### src/rtl/wb_pkg.sv
// Shared writeback definitions: widths, write-select encodings and FSM states.
// Also used by the MEM/WB pipeline register and the hazard unit.
package wb_pkg;

    localparam int XLEN    = 32;
    localparam int MAT_W   = 128;
    localparam int RADDR_W = 5;
    localparam int NBEATS  = MAT_W / XLEN;

    localparam logic [1:0] W_SEL_NONE   = 2'b00;
    localparam logic [1:0] W_SEL_SCALAR = 2'b01;
    localparam logic [1:0] W_SEL_MATRIX = 2'b10;
    localparam logic [1:0] W_SEL_RSVD   = 2'b11;

    typedef enum logic {
        WB_IDLE = 1'b0,
        WB_MAT  = 1'b1
    } wb_state_e;

endpackage

### src/rtl/wb_writeback_unit.sv
// Writeback stage: drives the integer register-file write port from either the
// scalar result (zero latency) or the matrix result, serialised one XLEN word
// per cycle. The upstream pipeline is stalled while a matrix writeback drains.
//
// state   | meaning
// --------+-------------------------------------------------------------
// WB_IDLE | accepting a new instruction; scalar or matrix beat 0 written
// WB_MAT  | draining latched matrix words 1..NBEATS-1, inputs ignored
module wb_writeback_unit
    import wb_pkg::*;
#(
    parameter int XLEN    = wb_pkg::XLEN,
    parameter int MAT_W   = wb_pkg::MAT_W,
    parameter int RADDR_W = wb_pkg::RADDR_W
) (
    input  logic               clk,
    input  logic               rst,
    input  logic [XLEN-1:0]    wb_mem_data,
    input  logic [XLEN-1:0]    wb_alu_o,
    input  logic [MAT_W-1:0]   wb_matrix_o,
    input  logic [RADDR_W-1:0] wb_rd,
    input  logic               wb_mem2reg,
    input  logic [1:0]         wb_w_select,
    output logic               rf_we,
    output logic [RADDR_W-1:0] rf_waddr,
    output logic [XLEN-1:0]    rf_wdata,
    output logic               wb_stall,
    output logic               wb_mat_done
);

    localparam int NB     = MAT_W / XLEN;
    localparam int BEAT_W = (NB > 1) ? $clog2(NB) : 1;
    localparam int HOLD_W = MAT_W - XLEN;

    wb_state_e           state_q, state_d;
    logic [BEAT_W-1:0]   beat_q;
    logic [RADDR_W-1:0]  base_q;
    // Words 1..NB-1; shifted down one word per beat so the current word is always at the bottom.
    logic [HOLD_W-1:0]   hold_q;

    logic                load_mat;
    logic                advance;
    logic                we_raw;
    logic                last_beat;

    assign last_beat = (beat_q == BEAT_W'(NB - 1));

    // State, beat counter, base register and matrix holding register.
    always_ff @(posedge clk or posedge rst) begin
        if (rst) begin
            state_q <= WB_IDLE;
            beat_q  <= '0;
            base_q  <= '0;
            hold_q  <= '0;
        end else begin
            state_q <= state_d;
            if (load_mat) begin
                base_q <= wb_rd;
                hold_q <= wb_matrix_o[MAT_W-1:XLEN];
                beat_q <= BEAT_W'(1);
            end else if (advance) begin
                hold_q <= hold_q >> XLEN;
                beat_q <= last_beat ? '0 : beat_q + BEAT_W'(1);
            end
        end
    end

    // Next-state and write-port outputs; x0 writes are suppressed but still take their cycle.
    always_comb begin
        state_d     = state_q;
        load_mat    = 1'b0;
        advance     = 1'b0;
        we_raw      = 1'b0;
        rf_we       = 1'b0;
        rf_waddr    = '0;
        rf_wdata    = '0;
        wb_stall    = 1'b0;
        wb_mat_done = 1'b0;

        case (state_q)
            WB_IDLE: begin
                case (wb_w_select)
                    W_SEL_SCALAR: begin
                        we_raw   = 1'b1;
                        rf_waddr = wb_rd;
                        rf_wdata = wb_mem2reg ? wb_mem_data : wb_alu_o;
                    end
                    W_SEL_MATRIX: begin
                        we_raw   = 1'b1;
                        rf_waddr = wb_rd;
                        rf_wdata = wb_matrix_o[XLEN-1:0];
                        wb_stall = 1'b1;
                        load_mat = 1'b1;
                        state_d  = WB_MAT;
                    end
                    default: ;
                endcase
            end
            WB_MAT: begin
                we_raw   = 1'b1;
                rf_waddr = base_q + RADDR_W'(beat_q);
                rf_wdata = hold_q[XLEN-1:0];
                advance  = 1'b1;
                if (last_beat) begin
                    wb_mat_done = 1'b1;
                    state_d     = WB_IDLE;
                end else begin
                    wb_stall = 1'b1;
                end
            end
            default: state_d = WB_IDLE;
        endcase

        rf_we = we_raw && (rf_waddr != '0);

        // Outputs are forced quiet for as long as reset is held, not just at its edge.
        if (rst) begin
            rf_we       = 1'b0;
            rf_waddr    = '0;
            rf_wdata    = '0;
            wb_stall    = 1'b0;
            wb_mat_done = 1'b0;
        end
    end

endmodule

### config.mk
export PLATFORM = sky130hd
export DESIGN_NAME = wb_writeback_unit
export DESIGN_NICKNAME = d
export VERILOG_FILES = /design/src/rtl/wb_pkg.sv /design/src/rtl/wb_writeback_unit.sv
export SDC_FILE = /design/constraint.sdc
export NUM_CORES = 1
export LEC_CHECK = 0
export CORE_MARGIN = 5
export CORE_UTILIZATION = 25
export DETAILED_ROUTE_END_ITERATION = 8
export PLACE_DENSITY = 0.59
export SLEW_MARGIN = 25
export SYNTH_ARGS = -nofsm -noshare
export SYNTH_HDL_FRONTEND = slang
export SYNTH_SLANG_ARGS = --single-unit
### constraint.sdc
create_clock -name clk -period 6.45 [get_ports clk]
set_input_delay 1.935 -clock clk [delete_from_list [all_inputs] [get_ports clk]]
set_output_delay 1.935 -clock clk [all_outputs]
set_load 0.1 [all_outputs]
# Yosys cells after proc, flatten, opt, wreduce, memory -nomap -nowiden
# Index checks and enable logic that the tools add are counted.
classes:
  add_sub_neg: 2
  n_eq_ne: 3
  muxes: 24
  bitwise: 1
  n_reduce_logical: 4
op_table:
  columns: ["cell", "n"]
  rows:
  - ["96-bit two-way mux", 2]
  - ["32-bit case mux with 2 select lines", 2]
  - ["32-bit two-way mux", 2]
  - ["1-bit two-way mux", 10]
  - ["5-bit two-way mux", 2]
  - ["5-bit case mux with 2 select lines", 1]
  - ["2-bit two-way mux", 3]
  - ["5-bit by 2-bit adder with 5-bit output", 1]
  - ["5-bit nonzero test", 1]
  - ["2-bit equality test, second input constant", 2]
  - ["1-bit case mux with 2 select lines", 2]
  - ["2-bit by 1-bit adder with 2-bit output, second input constant", 1]
  - ["2-bit by 1-bit equality test with 1-bit output, second input constant", 1]
  - ["2-bit nonzero test", 1]
  - ["2-bit OR reduction", 1]
  - ["1-bit logical AND", 1]
  - ["1-bit NOT", 1]
totals:
  register_bits: 104
  word_cells: 38

# Logic depth before layout (Yosys ltp)
logic_depth:
  word_depth: 7
  depth_mapped: 7

# Worst setup path before layout
# No wires, ideal clock.
synth_path:
  path_type: "input-to-output"
  from: "input rst"
  to: "output rf_we"
  arrival_ns: 6.075
  slack_ns: -1.560
  cell_stages: 3
  path_buffers: 0
  cell_sequence: "inv_1 > o21ai_0 > a31oi_1"
synth_via:
  elab_chain_len: 1
synth_lines:
  columns: ["item", "line_no", "text"]
  rows:
  - ["from (decl)", "wb_writeback_unit.sv:17", "input logic rst,"]
  - ["1-bit two-way mux", "wb_writeback_unit.sv:117", "if (rst) begin"]
  - ["to (decl)", "wb_writeback_unit.sv:24", "output logic rf_we,"]
# Every way passes these cells.

# Worst setup path in the final report
layout_path:
  from: "input wb_w_select[0]"
  to: "output rf_wdata[0]"
layout_via:
  elab_chain_len: 4
  elab_cells_between_ends: 5
  cone_classes: "2 x eq/ne; 3 x mux"
layout_lines:
  columns: ["item", "line_no", "text"]
  rows:
  - ["from (decl)", "wb_writeback_unit.sv:23", "input logic [1:0] wb_w_select,"]
  - ["2-bit equality test or 2-bit by 1-bit equality test with 1-bit output (tied branches)", "wb_writeback_unit.sv:82", "case (wb_w_select)"]
  - ["32-bit case mux with 2 select lines (*)", "wb_writeback_unit.sv:82", null]
  - ["32-bit case mux with 2 select lines (*)", "wb_writeback_unit.sv:80", "case (state_q)"]
  - ["32-bit two-way mux (*)", "wb_writeback_unit.sv:117", null]
  - ["to (decl)", "wb_writeback_unit.sv:26", "output logic [XLEN-1:0] rf_wdata,"]
# Mark *: on every way between the ends. The rest lies on a longest branch, timed or not.

==> results.cfg <==
[route]
drc = 0
via_per_inst = 4.49
routed-via-count = 5069
dr.pass1.iters = 4
postRouteAntennaNets = 0
drt-total-wl_um = 19300
first_iter_violations = 216
wire_per_inst_um = 17.1

[critical_path]
cp_top_family = buffers and inverters
cp.depth = 8
worstSetupPathType = input port to primary output
crit_fanout = 26
cp.arrival_ns = 3.83
r2r_cells = 2
worstPathCellList = clkdlybuf4s50_1 > inv_1 > ha_4 > nor2_4 > buf_12 > a22oi_1 > nor2_1 > buf_12
end_kind = primary output
start_kind = input port
slowest_delay_ns = 0.49
cp.required_ns = 4.51
path_buf_inv = 4
critPathSlowestCell = clkdlybuf4s50_1
cp_common_cell = buf_12

[min_path]
hold_path_depth = 2
hp-class = flop to flop

[logic_synthesis]
synth_top_family_by_area = multiplexers
synth.most_common_cell = dfrtp_1
syn_area_per_cell_um2 = 10.3
synthFlopType = dfrtp_1
synth-simple-area-share_pct = 9.19
synth-seq-area-share_pct = 43.1
synth_edf_count = 0
muxShareOfSynthArea_pct = 24.9
synthArstFlopShare_pct = 100
synth_top_area_share_pct = 43.1
yosys-top-cells-count = 104 x dfrtp_1, 97 x mux2i_1, 70 x nor2_1
synth_fa_ha_area_share_pct = 1.37
synth_xor_xnor_area_share_pct = 0.290
syn-num-nets = 796
syn_area_um2 = 6030
synth_cells = 588
ys_ff_latch = 104
ys_warn_count = 0
synth_top_cell_by_area = dfrtp_1
synth_compound_area_share_pct = 15.5
synth_cell_types = 33
synth.area.top_cells = dfrtp_1 43%, mux2i_1 16%, mux2_4 7.5%

[die]
start_util_pct = 25.6
placementRows = 56
die-area_um2 = 27300
coreArea_um2 = 23600
die_x_um = 165
ios = 242
fp.dieH_um = 165

[sta]
fmax_ghz = 0.174
hold_viol_final = 0
clock_skew_ns = 0.00778
tightestPinTransition_ns = 0.731
setup_violations = 0
tns_ns = 0
timing.hold.ws_ns = 0.480
fin_crit_ns = 5.76
slew-limit-headroom_pct = 51.3
rsz0062_at_grt = no
final_max_slew_viol_count = 0
fin_crit_sh_pct = 89.3

[clocking]
h-tree-depth = 3
cts_tree = done
cts_setup_buffers = 0
clkLatencyLatePin_ns = 0.35
ctsResizeCount = 0
cts.sinks = 104
clk_path_buf_depth = 2
ctsHoldBuffers = 0
root_buffer = clkbuf_16
clk_pin_slew_ns = 0.07
numCtsBuffers = 9

[final_layout]
antennaDiodeCount = 0
final_cell_area_um2 = 9390
final_cells = 1129
syn_to_final_growth_pct = 55.5
nets = 1013
drive_gt1_share_pct = 14.6

[pwr]
power_w = 0.00316
vdd_drop_max_uv = 256
p_per_area_nw_per_um2 = 337
leakage_nw = 3.90

[place]
gp_congestion = 0.742
dp_hpwl_um = 14200
io_buffers = 241
placedInstanceArea_um2 = 9090
dp.cells = 1113

[grt]
groute.usage.overall_pct = 13.9
grt_pass1_wl_um = 29600
grt_overflow = 0
grt_max_degree = 77
grt_pass1_vias = 5238
antenna_found_initial = 0

[run_status]
status = completed

[job]
drv_cap = 0
routing by layer:
| layer | vias to the layer above | global-route usage [%] | wire [µm] |
|---|---|---|---|
| met2 | 131 | 22.6 | 9420 |
| met1 | 2399 | 18.7 | 8400 |
| met4 | 0 | 3.15 | 194 |
| met5 | - | 0 | 0 |
| met3 | 12 | 3.62 | 1280 |
| li1 | 2527 | - | - |
flip-flops by register name, indices dropped and copies added, names as in the netlist:
signal   cells
state_q      1
beat_q       2
base_q       5
hold_q      96
worst paths after layout:
kind	from	slack, ns	end
max	wb_w_select[0]	0.69	rf_wdata[0]
min in group asynchronous	rst	1.52	state_q
min reg2reg	hold_q[61]	0.48	hold_q[29]
max in group asynchronous	rst	3.34	hold_q[61]
min	hold_q[61]	0.48	hold_q[29]
max reg2reg	state_q	4.48	hold_q[19]
stage by stage:
stage	utilization [%]	worst slack, ns
floorplan	-	0.156
global placement	38.5	0.687
detailed placement	38.5	0.679
CTS	39.7	0.680
global route	39.7	0.573
finish	39.7	0.687
tightest hold or removal path: cells and delay by family, from the launching register on:
| family | cells | cell delay, ns |
|---|---|---|
| simple gates | 1 | 0.05 |
| compound gates | 1 | 0.06 |
| flops | 1 | 0.34 |
placed cells by master (no fill, tap or decap), types with 7 or more instances in the layout:
cell and instances:
a22oi_1 36, mux2_2 7, buf_12 41, buf_4 16, mux2_4 30, nand2_1 66, nor2_1 70, a22o_1 33
o21ai_0 67, clkdlybuf4s50_1 199, dfrtp_1 103, mux2i_1 97, clkbuf_16 9
power by group:
part	internal, W	total (W)	switching, W
Clock	0.000301	0.000556	0.000255
Combinational	0.000619	0.00156	0.000943
Sequential	0.000855	0.00104	0.000187
Total	0.00178	0.00316	0.00138
cells by family (layout without fill, tap and decap cells):
| kind of cell | Yosys count | after routing |
|---|---|---|
| DFF | 104 | 104 |
| buffers and inverters | 57 | 279 |
| muxes | 134 | 134 |
| xor gates and xnor gates | 2 | 2 |
| adders and majority gates | 6 | 6 |
| and+or+nand+nor | 143 | 143 |
| AOI/OAI and AO/OA | 142 | 142 |
final cells by class:
class	instances	area [µm²]
well taps	319	399
fillers	2317	14200
clock buffers	9	225
inverters	5	22.5
multi-input cells	427	3120
repair buffers	258	2940
clock inverters	7	71.3
flip-flops and latches	104	2610
Power figures use the tool's default switching activity.
